==> src/rtl/weight_fetch_pkg.sv <==
// Shared types and sizing for the weight ROM fetcher and its output FIFO.
package weight_fetch_pkg;

  typedef enum logic [1:0] {
    IDLE,
    FETCH,
    DRAIN,
    DONE
  } state_t;

  localparam int FIFO_DEPTH = 2;
  localparam int FIFO_CNT_W = $clog2(FIFO_DEPTH + 1);
  localparam int FIFO_PTR_W = (FIFO_DEPTH > 1) ? $clog2(FIFO_DEPTH) : 1;

endpackage

==> src/rtl/weight_skid_fifo.sv <==
// Small FIFO of {last, data} entries sitting between the ROM read path and
// the downstream stream; head is the oldest entry, count its occupancy.
module weight_skid_fifo
  import weight_fetch_pkg::*;
#(
  parameter int WIDTH = 17
) (
  input  logic                  clk,
  input  logic                  rst_n,
  input  logic                  push,
  input  logic [WIDTH-1:0]      push_data,
  input  logic                  pop,
  output logic [FIFO_CNT_W-1:0] count,
  output logic [WIDTH-1:0]      head
);

  localparam logic [FIFO_CNT_W-1:0] FULL = FIFO_CNT_W'(FIFO_DEPTH);

  logic [WIDTH-1:0]      mem [FIFO_DEPTH];
  logic [FIFO_PTR_W-1:0] rd_ptr;
  logic [FIFO_PTR_W-1:0] wr_ptr;
  logic                  do_push;
  logic                  do_pop;

  function automatic logic [FIFO_PTR_W-1:0] next_ptr(input logic [FIFO_PTR_W-1:0] p);
    return (p == FIFO_PTR_W'(FIFO_DEPTH - 1)) ? '0 : p + 1'b1;
  endfunction

  assign do_pop  = pop && (count != '0);
  // A full FIFO still accepts a push when the head leaves on the same edge.
  assign do_push = push && ((count != FULL) || do_pop);
  assign head    = mem[rd_ptr];

  always_ff @(posedge clk or negedge rst_n) begin
    if (!rst_n) begin
      mem    <= '{default: '0};
      rd_ptr <= '0;
      wr_ptr <= '0;
      count  <= '0;
    end else begin
      if (do_push) begin
        mem[wr_ptr] <= push_data;
        wr_ptr      <= next_ptr(wr_ptr);
      end
      if (do_pop) begin
        rd_ptr <= next_ptr(rd_ptr);
      end
      case ({do_push, do_pop})
        2'b10:   count <= count + 1'b1;
        2'b01:   count <= count - 1'b1;
        default: count <= count;
      endcase
    end
  end

endmodule

==> src/rtl/weight_fetcher.sv <==
// Sweeps a contiguous ROM address range and streams the returned words out
// as valid/ready beats with a last flag, buffering against backpressure.
module weight_fetcher
  import weight_fetch_pkg::*;
#(
  parameter int ADDR_WIDTH = 2,
  parameter int DATA_WIDTH = 16,
  parameter int LEN_WIDTH  = ADDR_WIDTH + 1
) (
  input  logic                  clk,
  input  logic                  rst_n,
  input  logic                  start,
  input  logic [ADDR_WIDTH-1:0] base_addr,
  input  logic [LEN_WIDTH-1:0]  length,
  output logic                  busy,
  output logic                  done,
  output logic [ADDR_WIDTH-1:0] rom_addr,
  output logic                  rom_r_en,
  input  logic [DATA_WIDTH-1:0] rom_data,
  output logic                  m_valid,
  input  logic                  m_ready,
  output logic [DATA_WIDTH-1:0] m_data,
  output logic                  m_last
);

  localparam int ENTRY_W = DATA_WIDTH + 1;
  localparam logic [FIFO_CNT_W:0] OCC_LIMIT = (FIFO_CNT_W + 1)'(FIFO_DEPTH);

  state_t                state;
  logic [ADDR_WIDTH-1:0] base_q;
  logic [LEN_WIDTH-1:0]  len_q;
  logic [LEN_WIDTH-1:0]  issued;
  logic [LEN_WIDTH-1:0]  issued_nxt;
  logic [ADDR_WIDTH-1:0] addr_q;
  logic [ADDR_WIDTH-1:0] addr_next;
  logic                  inflight;
  logic                  inflight_last;
  logic                  pop;
  logic [FIFO_CNT_W-1:0] fifo_count;
  logic [FIFO_CNT_W:0]   occupancy;
  logic [ENTRY_W-1:0]    head;

  weight_skid_fifo #(
    .WIDTH(ENTRY_W)
  ) u_fifo (
    .clk      (clk),
    .rst_n    (rst_n),
    .push     (inflight),
    .push_data({inflight_last, rom_data}),
    .pop      (pop),
    .count    (fifo_count),
    .head     (head)
  );

  assign m_valid = (fifo_count != '0);
  assign {m_last, m_data} = head;
  assign pop = m_valid && m_ready;

  // Occupancy after this edge counting the read already in flight; a new read
  // is only issued when its word is guaranteed a FIFO slot.
  assign occupancy = {1'b0, fifo_count}
                   + {{FIFO_CNT_W{1'b0}}, inflight}
                   - {{FIFO_CNT_W{1'b0}}, pop};

  assign issued_nxt = issued + 1'b1;
  assign addr_next  = base_q + issued[ADDR_WIDTH-1:0];
  assign rom_r_en   = (state == FETCH) && (issued < len_q) && (occupancy < OCC_LIMIT);
  assign rom_addr   = rom_r_en ? addr_next : addr_q;

  always_ff @(posedge clk or negedge rst_n) begin
    if (!rst_n) begin
      state         <= IDLE;
      busy          <= 1'b0;
      done          <= 1'b0;
      base_q        <= '0;
      len_q         <= '0;
      issued        <= '0;
      addr_q        <= '0;
      inflight      <= 1'b0;
      inflight_last <= 1'b0;
    end else begin
      inflight <= rom_r_en;
      if (rom_r_en) begin
        inflight_last <= (issued_nxt == len_q);
        issued        <= issued_nxt;
        addr_q        <= addr_next;
      end

      case (state)
        IDLE: begin
          if (start) begin
            if (length == '0) begin
              state <= DONE;
              done  <= 1'b1;
            end else begin
              state  <= FETCH;
              busy   <= 1'b1;
              base_q <= base_addr;
              len_q  <= length;
              issued <= '0;
            end
          end
        end
        FETCH: begin
          if (issued == len_q) begin
            state <= DRAIN;
          end
        end
        DRAIN: begin
          if ((fifo_count == '0) && !inflight) begin
            state <= DONE;
            busy  <= 1'b0;
            done  <= 1'b1;
          end
        end
        DONE: begin
          state <= IDLE;
          done  <= 1'b0;
        end
        default: begin
          state <= IDLE;
          busy  <= 1'b0;
          done  <= 1'b0;
        end
      endcase
    end
  end

endmodule
==> config.mk <==
export PLATFORM = sky130hd
export DESIGN_NAME = weight_fetcher
export DESIGN_NICKNAME = d
export VERILOG_FILES = /design/src/rtl/weight_fetch_pkg.sv /design/src/rtl/weight_skid_fifo.sv /design/src/rtl/weight_fetcher.sv
export SDC_FILE = /design/constraint.sdc
export NUM_CORES = 1
export LEC_CHECK = 0
export BUFFER_PORTS_ARGS = -buffer_cell sky130_fd_sc_hd__buf_2
export CORE_ASPECT_RATIO = 1.1
export CORE_MARGIN = 1.5
export CORE_UTILIZATION = 55
export CTS_CLUSTER_SIZE = 40
export DETAILED_ROUTE_END_ITERATION = 8
export GPL_TIMING_DRIVEN = 0
export PLACE_DENSITY = 0.79
export REMOVE_ABC_BUFFERS = 1
export SLEW_MARGIN = 30
export SYNTH_ARGS = -nofsm -noshare
export SYNTH_HDL_FRONTEND = slang
export SYNTH_SLANG_ARGS = --single-unit
==> constraint.sdc <==
create_clock -name clk -period 5.5 [get_ports clk]
set_clock_uncertainty 0.2 [all_clocks]
set_input_delay 0.55 -clock clk [delete_from_list [all_inputs] [get_ports clk]]
set_output_delay 0.55 -clock clk [all_outputs]
set_load 0.1 [all_outputs]
==> qor.yml <==
status: "finished clean"
drtAntennaViolNets: 0
port-buffer-count: 47
die_w_um: 69.5
crit_required_ns: 4.75
final_util: 0.658
synth_cells: 202
area.growth.synth_to_final_pct: 14.6
r2r_cells: 10
max_slew_margin: 0.410
nNetsFinal: 288
grt_pass1_vias: 1705
antenna_found_initial: 0
coreArea_mm2: 0.00465
ys_seq_area_frac: 0.506
drive_gt1_frac: 0.456
post_drt_wl_per_cell_um: 14.7
worstSetupStartpointType: "register"
num_vias: 1646
dp_cells: 300
cts_resized: 0
synthArstFlopShare: 1.00
route.detailed.drc: 0
fin_cells: 308
path_buf_inv: 2
hold_buffers: 0
drt_iter0_markers: 94
firstDrtPassIters: 4
drv_slew: 0
clock_path_buffers: 2
crit_arrival_ns: 3.36
die_area_mm2: 0.00528
nFillCells: 368
dp_hpwl_um: 3160
synth.largest_area_cell: "dfrtp_1"
ys_types: 37
synthTopCellsByCount: "54 x dfrtp_1, 43 x mux2_2, 17 x nand2_1"
clock-root-buffer: "clkbuf_8"
path_cells: "inv_1 > nand2_1 > and2_1 > ha_1 > nand2b_1 > fa_1 > and3b_1 > nand4_2 > o21ai_0 > buf_2"
cp-end-kind: "output port"
diodes: 0
synth_flop_cell: "dfrtp_1"
cp_slowest_cell: "dfrtp_1"
overflow: 0
crit_cells: 10
postCtsSetupBuffers: 0
num_rows: 26
syn_avg_cell_area_um2: 13.2
io_pins: 48
synth-edff-count: 0
cts.sinks: 54
final_hold_viol_count: 0
yosysMostFrequentCell: "dfrtp_1"
ys_seq_elements: 54
setup_viol: 0
grt_max_degree: 55
rsz0062_at_grt: "no"
netlist_area_mm2: 0.00267
critical_path_class: "register to output port"
gp_congestion: 0.723
critical-path-top-delay-family: "simple AND/OR/NAND/NOR gates"
yosysTopAreaCellShare: 0.506
initial_core_util: 0.574
grt_usage: 0.187
worstMarginPinSlew_ns: 0.883
period_needed_ns: 4.11
drv_cap: 0
ys_warn_count: 0
max_stage_delay_ns: 0.55
cts_made_buffers: 5
htree_levels: 2
cts_tree: "yes"
hold_class: "primary input to async pin"
fmax_mhz: 243
synth_area_leaders: "dfrtp_1 51%, mux2_2 18%, mux2_4 5.6%"
r2r_slack_ns: 2.39
path_clk_slew_ns: 0.10
viasPerCell: 5.34
totalWireLength_um: 4530
r2r_start: "u_fifo.count[0]"
post-route-period-util: 0.747
crit_path_max_fanout: 10
clk_latency_ns: 0.31
grt_pass1_wl_um: 8110
die_y_um: 76.1
rr_endpoint: "issued[2]"
==> worst max-delay path by stage <==
stage	end	slack, ns	from
after detailed placement	rom_addr[1]	1.72	u_fifo.count[0]
after floorplan	rom_addr[1]	-0.30	u_fifo.count[0]
after global placement	rom_addr[1]	1.76	u_fifo.count[0]
after CTS	rom_addr[1]	1.35	u_fifo.count[0]
final	rom_addr[1]	1.39	u_fifo.count[0]
after global routing	rom_addr[1]	1.13	u_fifo.count[0]
==> flip-flops by register name, summed over array words and instances, names as in the netlist <==
register / cells
busy: 1
inflight_last: 1
u_fifo.count: 2
u_fifo.wr_ptr: 1
state: 2
addr_q: 2
inflight: 1
u_fifo.rd_ptr: 1
issued: 3
len_q: 3
u_fifo.mem: 34
done: 1
base_q: 2
==> per-stage QoR <==
step | setup TNS [ns] | instance area, um2 | setup slack [ns] | hold WS [ns]
2_1_floorplan | -0.397 | 2640 | -0.297 | 0.0544
3_3_place_gp | 0 | 2940 | 1.76 | 0.272
3_5_place_dp | 0 | 2940 | 1.72 | 0.276
4_1_cts | 0 | 3060 | 1.35 | 0.0869
5_1_grt | 0 | 3060 | 1.13 | 0.115
6_report | 0 | 3060 | 1.39 | 0.0760
==> cell families (layout without fill, tap and decap cells) <==
| logic type | count (synthesis) | count (layout) | share of synthesized area |
|---|---|---|---|
| adders and majority gates | 12 | 12 | 0.0590 |
| muxes | 56 | 56 | 0.249 |
| buffers and inverters | 15 | 65 | 0.0272 |
| and+or+nand+nor | 35 | 35 | 0.0642 |
| DFF | 54 | 54 | 0.506 |
| AOI/OAI and AO/OA | 18 | 18 | 0.0557 |
| xor gates and xnor gates | 12 | 12 | 0.0393 |
==> worst register-to-register path: cells and delay by family, from the launching register on <==
kind	cells	cell delay [ns]
compound gates	1	0.14
buf+inv	1	0.12
simple gates	6	1.29
fa+ha+maj	2	0.74
flops	1	0.55
==> cells in the final DEF, fill, tap and decap left out, types with 2 or more instances in the layout <==
master and n:
inv_1 9, o21ai_0 5, mux2_4 10, ha_1 11
mux2i_1 3, a21oi_1 4, dfrtp_1 54, clkbuf_8 5
xnor2_1 9, xor2_1 3, nand2_1 17, mux2_2 43
o31ai_1 2, nor2_1 7, buf_2 46
==> cell type report <==
class	count	area (um2)	area share
Clock buffer	5	68.8	0.0225
Clock inverter	3	47.5	0.0155
Inverter	10	37.5	0.0123
Multi-Input combinational cell	133	1250	0.408
Sequential cell	54	1350	0.442
Tap cell	56	70.1	0.0229
Timing Repair Buffer	47	238	0.0777
==> routing by layer <==
layer	track usage	wire length, um	up-vias
met4	0.0353	7	0
li1	-	-	802
met1	0.246	2100	804
met2	0.318	2220	38
met5	0	0	-
met3	0.0463	202	2
Power is not shown: default switching activity piles up to over one toggle a cycle in this logic, so the estimate is an artifact.
